==> src/rtl/fetch_pkg.sv <==
// Shared types and widths for the instruction-fetch front end.
package fetch_pkg;
  localparam int INSTR_W = 32;
  localparam int ADDR_W  = 32;
  localparam logic [ADDR_W-1:0] RESET_PC_DEFAULT = 32'd100;

  typedef struct packed {
    logic [INSTR_W-1:0] instr;
    logic [ADDR_W-1:0]  pc;
  } fetch_entry_t;
endpackage

==> src/rtl/fetch_fifo.sv <==
// DEPTH-entry synchronous FIFO of fetched {instr, pc} entries with flush.
module fetch_fifo
  import fetch_pkg::*;
#(
  parameter  int DEPTH = 4,
  localparam int PTR_W = $clog2(DEPTH),
  localparam int CNT_W = PTR_W + 1
) (
  input  logic               clk,
  input  logic               rst,
  input  logic               push,
  input  fetch_entry_t       push_entry,
  input  logic               pop,
  input  logic               flush,
  output fetch_entry_t       head,
  output logic [CNT_W-1:0]   count
);
  fetch_entry_t     mem [DEPTH];
  logic [PTR_W-1:0] wr_ptr;
  logic [PTR_W-1:0] rd_ptr;

  always_ff @(posedge clk or posedge rst) begin
    if (rst) begin
      wr_ptr <= '0;
      rd_ptr <= '0;
      count  <= '0;
    end else if (flush) begin
      wr_ptr <= '0;
      rd_ptr <= '0;
      count  <= '0;
    end else begin
      if (push) wr_ptr <= wr_ptr + PTR_W'(1);
      if (pop)  rd_ptr <= rd_ptr + PTR_W'(1);
      count <= count + CNT_W'(push) - CNT_W'(pop);
    end
  end

  // NOTE: the storage array is deliberately not reset; pointers and count alone define which entries are valid.
  always_ff @(posedge clk) begin
    if (push && !flush) mem[wr_ptr] <= push_entry;
  end

  assign head = mem[rd_ptr];

  overflow_chk: assert property (@(posedge clk) disable iff (rst)
    !(push && !pop && !flush && count == CNT_W'(DEPTH)));
endmodule

==> src/rtl/fetch_queue_unit.sv <==
// Fetch front end: PC, credit-limited memory requests, redirect drop and output queue.
// Optional FETCH_PERF_EN adds saturating stall/drop performance counters.
module fetch_queue_unit
  import fetch_pkg::*;
#(
  parameter logic [ADDR_W-1:0] RESET_PC = RESET_PC_DEFAULT,
  parameter int                DEPTH    = 4,
  parameter logic [ADDR_W-1:0] PC_STEP  = 32'd4
) (
  input  logic                clk,
  input  logic                rst,
  output logic                imem_req,
  output logic [ADDR_W-1:0]   imem_addr,
  input  logic                imem_gnt,
  input  logic                imem_rvalid,
  input  logic [INSTR_W-1:0]  imem_rdata,
  output logic                out_valid,
  input  logic                out_ready,
  output logic [INSTR_W-1:0]  out_instr,
  output logic [ADDR_W-1:0]   out_pc,
  input  logic                redirect_valid,
  input  logic [ADDR_W-1:0]   redirect_pc
`ifdef FETCH_PERF_EN
  ,
  output logic [31:0]         perf_stall_cnt,
  output logic [31:0]         perf_drop_cnt
`endif
);
  localparam int PTR_W = $clog2(DEPTH);
  localparam int CNT_W = PTR_W + 1;

  logic [ADDR_W-1:0] fetch_pc;
  logic [CNT_W-1:0]  outstanding;
  logic [CNT_W-1:0]  drop;
  logic [CNT_W-1:0]  count;
  logic [CNT_W:0]    inflight;
  logic [ADDR_W-1:0] pc_fifo [DEPTH];
  logic [PTR_W-1:0]  pc_wr;
  logic [PTR_W-1:0]  pc_rd;
  logic              issue;
  logic              push;
  logic              pop;
  logic              discard;
  logic              has_head;
  fetch_entry_t      head;
  fetch_entry_t      push_entry;

  // Credits: queued entries plus in-flight requests never exceed DEPTH.
  assign inflight  = {1'b0, count} + {1'b0, outstanding};
  assign imem_req  = !rst && !redirect_valid && (inflight < (CNT_W + 1)'(DEPTH));
  assign imem_addr = fetch_pc;
  assign issue     = imem_req && imem_gnt;

  assign push      = imem_rvalid && !redirect_valid && (drop == '0);
  assign discard   = imem_rvalid && (redirect_valid || (drop != '0));
  assign has_head  = (count != '0);
  assign out_valid = has_head && !redirect_valid;
  assign pop       = out_valid && out_ready;
  assign out_instr = has_head ? head.instr : '0;
  assign out_pc    = has_head ? head.pc : '0;

  assign push_entry = '{instr: imem_rdata, pc: pc_fifo[pc_rd]};

  always_ff @(posedge clk or posedge rst) begin
    if (rst) begin
      fetch_pc    <= RESET_PC;
      outstanding <= '0;
      drop        <= '0;
      pc_wr       <= '0;
      pc_rd       <= '0;
    end else begin
      outstanding <= outstanding + CNT_W'(issue) - CNT_W'(imem_rvalid);
      if (redirect_valid) begin
        // Every request still in flight before the redirect is stale.
        fetch_pc <= redirect_pc;
        drop     <= outstanding - CNT_W'(imem_rvalid);
        pc_wr    <= '0;
        pc_rd    <= '0;
      end else begin
        if (issue) begin
          fetch_pc <= fetch_pc + PC_STEP;
          pc_wr    <= pc_wr + PTR_W'(1);
        end
        if (imem_rvalid && (drop != '0)) drop <= drop - CNT_W'(1);
        if (push) pc_rd <= pc_rd + PTR_W'(1);
      end
    end
  end

  always_ff @(posedge clk) begin
    if (issue) pc_fifo[pc_wr] <= fetch_pc;
  end

  fetch_fifo #(.DEPTH(DEPTH)) u_fifo (
    .clk        (clk),
    .rst        (rst),
    .push       (push),
    .push_entry (push_entry),
    .pop        (pop),
    .flush      (redirect_valid),
    .head       (head),
    .count      (count)
  );

`ifdef FETCH_PERF_EN
  always_ff @(posedge clk or posedge rst) begin
    if (rst) begin
      perf_stall_cnt <= '0;
      perf_drop_cnt  <= '0;
    end else begin
      if (out_valid && !out_ready && (perf_stall_cnt != '1)) perf_stall_cnt <= perf_stall_cnt + 32'd1;
      if (discard && (perf_drop_cnt != '1)) perf_drop_cnt <= perf_drop_cnt + 32'd1;
    end
  end
`else
  logic unused_discard;
  assign unused_discard = discard;
`endif
endmodule
==> config.mk <==
export PLATFORM = sky130hd
export DESIGN_NAME = fetch_queue_unit
export DESIGN_NICKNAME = d
export VERILOG_FILES = /design/src/rtl/fetch_pkg.sv /design/src/rtl/fetch_fifo.sv /design/src/rtl/fetch_queue_unit.sv
export SDC_FILE = /design/constraint.sdc
export NUM_CORES = 1
export LEC_CHECK = 0
export CORE_MARGIN = 2
export CORE_UTILIZATION = 48
export DETAILED_ROUTE_END_ITERATION = 10
export DONT_BUFFER_PORTS = 1
export PLACE_DENSITY = 0.74
export SLEW_MARGIN = 15
export SYNTH_ARGS = -nofsm -noshare
export SYNTH_HDL_FRONTEND = slang
export SYNTH_SLANG_ARGS = --single-unit
==> constraint.sdc <==
create_clock -name clk -period 4.9 [get_ports clk]
set_clock_uncertainty 0.2 [all_clocks]
set_input_delay 0.98 -clock clk [delete_from_list [all_inputs] [get_ports clk]]
set_output_delay 0.98 -clock clk [all_outputs]
set_load 0.005 [all_outputs]
==> qor.yml <==
run_status:
  outcome: "complete, no violations"
clocking:
  post-cts-setup-buffers: 0
  cts_buffers: 44
  cts_buffer_depth: 3
  postCtsHoldBufs: 0
  worstSkewPairLatency_ns: 0.55
  cts_resized: 0
  cts.sinks: 433
  cts_max_level: 2
  cts-root-buf: "clkbuf_16"
  cts.reportedPaths.clkPinSlew_ns: 0.06
  cts_tree: "yes"
drt:
  drt_iter0_drc: 663
  drt_first_pass_iters: 5
  drtAntennaViolNets: 0
  via_per_inst: 5.75
  wl_per_cell_um: 23.7
  drc_errors: 0
  finalWirelength_um: 33500
  vias: 8130
floorplanning:
  core_sq_um: 35500
  dieHeight_um: 193
  rows: 69
  start_util: 0.485
  fp.dieW_um: 193
  die_area_sq_um: 37400
  ioPinCount: 168
pwr:
  clkPwrFrac: 0.352
  netSwitchingPower_mw: 2.33
  p_int_mw: 6.75
  p_seq_frac: 0.497
  netSwitchingFraction: 0.257
  irDropWorstVdd_mv: 0.343
  power_density_nw_per_um2: 475
  p_comb_frac: 0.152
  leakage_nw: 6.16
synth:
  syn-num-nets: 992
  ys_seq_area_frac: 0.741
  synth_top_flop_cell: "edfxtp_1"
  synth-async-reset-ratio: 0.113
  yosys_warnings: 0
  synth_area_sq_um: 17200
  synth_area_per_cell_sq_um: 19.1
  yosys.area.top_type_share: 0.670
  synthDistinctLibCells: 48
  ys_ff_latch: 433
  synth_edf_count: 384
  yosysTopAreaCell: "edfxtp_1"
  netlist_instances: 901
  synthTopCellsByArea: "edfxtp_1, mux4_2, dfrtp_1, and2_1, ha_1"
global_route:
  busiest_layer: "met2"
  grt_max_degree: 72
  grt_pass1_vias: 8469
  antenna_found_initial: 2
  overflow: 0
  use_met3: 0.0460
  grt_use_total: 0.180
  grtUsageMet1: 0.247
  grt_pass1_wl_um: 51600
  grtUsageMet2: 0.289
timing:
  maxSlewHeadroom: 0.303
  slew_violations: 0
  finalCritPeriodShare: 0.779
  timing.fmax_ghz: 0.262
  worstMarginPinSlew_ns: 1.05
  timing.hold.ws_ns: 0.107
  setup_viol: 0
  fin_crit_ns: 3.82
  hold_viol: 0
  rsz0062_at_grt: "false"
  finalSetupTns_ns: 0
  finalWorstSetupSlack_ns: 1.08
setup_path:
  start_kind: "register"
  worstSetupEndpointType: "primary output"
  startpoint: "u_fifo.rd_ptr[0]"
  r2r_cells: 10
  r2r-start: "outstanding[2]"
  required_ns: 3.72
  cp_max_fo: 36
  cp.arrival_ns: 2.64
  criticalPathCategory: "reg -> out"
worst_hold_path:
  hold_path_class: "in -> async"
placed_design:
  place_congestion: 0.818
  post_dp_cell_area_sq_um: 17700
  hpwl_um: 20100
  portBuffers: 0
  dp_slack_ns: 1.56
finish:
  syn_to_final_growth_pct: 11.1
  final_cell_area_sq_um: 19100
  drive_gt1_frac: 0.206
  fin_util: 0.539
  nNetsFinal: 1006
job:
  max_cap_viol_count: 0
placed cells by master (no fill, tap or decap), drive strengths merged, types with 3 or more instances in the layout:
cell type  instances
a21oi              8
and2              73
and3               5
and4               3
buf               11
clkbuf            55
clkinv            19
clkinvlp           4
dfrtp             46
dfstp              3
edfxtp           384
ha                19
inv               23
mux2               4
mux2i              6
mux4              96
nand2             46
nand3             22
nand4              8
nor2              22
nor2b              7
nor4               4
o211ai             6
o21ai             22
o311ai             4
o31a               3
o31ai              3
or4                4
xnor2              7
xor2              13
power by group through the flow:
stage / clock network, mW / logic, mW / registers, mW
after global routing: 3.41 / 1.53 / 4.55
final: 3.19 / 1.38 / 4.51
after floorplan: 0 / 1.15 / 4.43
after global placement: 0 / 1.38 / 4.59
after detailed placement: 0 / 1.41 / 4.60
after CTS: 3.27 / 1.42 / 4.52
per-layer routing:
layer  vias up  part of all wire  wire length (um)
met3        44             0.075              2520
met2       269              0.48             16200
met4         0             0.016               551
met5         -                 0                 0
met1      4234              0.43             14200
li1       3583                 -                 -
logic make-up (layout without fill, tap and decap cells):
group | Yosys count | in the layout | share of synthesized area
compound gates | 51 | 51 | 0.0187
xor+xnor | 20 | 20 | 0.0102
fa+ha+maj | 21 | 21 | 0.0161
buf+inv | 65 | 114 | 0.0161
flops | 433 | 433 | 0.741
mux | 106 | 106 | 0.132
other cells | 0 | 2 | 0
simple gates | 205 | 205 | 0.0661
synth_stat cells, types with 13 or more instances:
| cell type | count |
|---|---|
| edfxtp_1 | 384 |
| mux4_2 | 96 |
| and2_1 | 73 |
| dfrtp_1 | 46 |
| nand2_1 | 46 |
| nor2_1 | 22 |
| o21ai_0 | 22 |
| inv_1 | 21 |
| clkbuf_1 | 20 |
| nand3_1 | 20 |
| ha_1 | 19 |
| xor2_1 | 13 |
sequential cells by signal (all words and copies together), names as in the netlist:
name and flops:
pc_wr 2, u_fifo.wr_ptr 2, imem_addr 32, pc_fifo 128
outstanding 3, u_fifo.count 3, u_fifo.mem 256, u_fifo.rd_ptr 2
pc_rd 2, drop 3
final timing paths:
| check | end | slack (ns) |
|---|---|---|
| max | out_pc[6] | 1.08 |
| min | imem_addr[21] | 0.11 |
| max reg2reg | outstanding[2] | 1.84 |
| min reg2reg | outstanding[0] | 0.34 |
| max in group asynchronous | u_fifo.rd_ptr[0] | 3.59 |
| min in group clk | pc_rd[0] | 0.31 |
metrics by stage:
step / instances / total power, mW
finish: 1413 / 9.08
global route: 1412 / 9.49
detailed placement: 1330 / 6.01
global placement: 1330 / 5.97
floorplan: 901 / 5.59
CTS: 1411 / 9.21
area by class of cell:
| type | instances | area [sq um] |
|---|---|---|
| antenna | 2 | 5.00 |
| timing repair buffer | 11 | 108 |
| fill | 2714 | 16400 |
| multi-input combinational | 403 | 4190 |
| clock inverter | 26 | 204 |
| inverter | 22 | 82.6 |
| tap | 461 | 577 |
| clock buffer | 55 | 1190 |
| sequential | 433 | 12800 |
critical path, stage by stage (launching register included):
cell and delay, ns:
dfrtp_4 0.94, buf_12 0.34, mux4_2 0.55, and2_1 0.21
No activity file was read; power rests on OpenSTA's default activity.
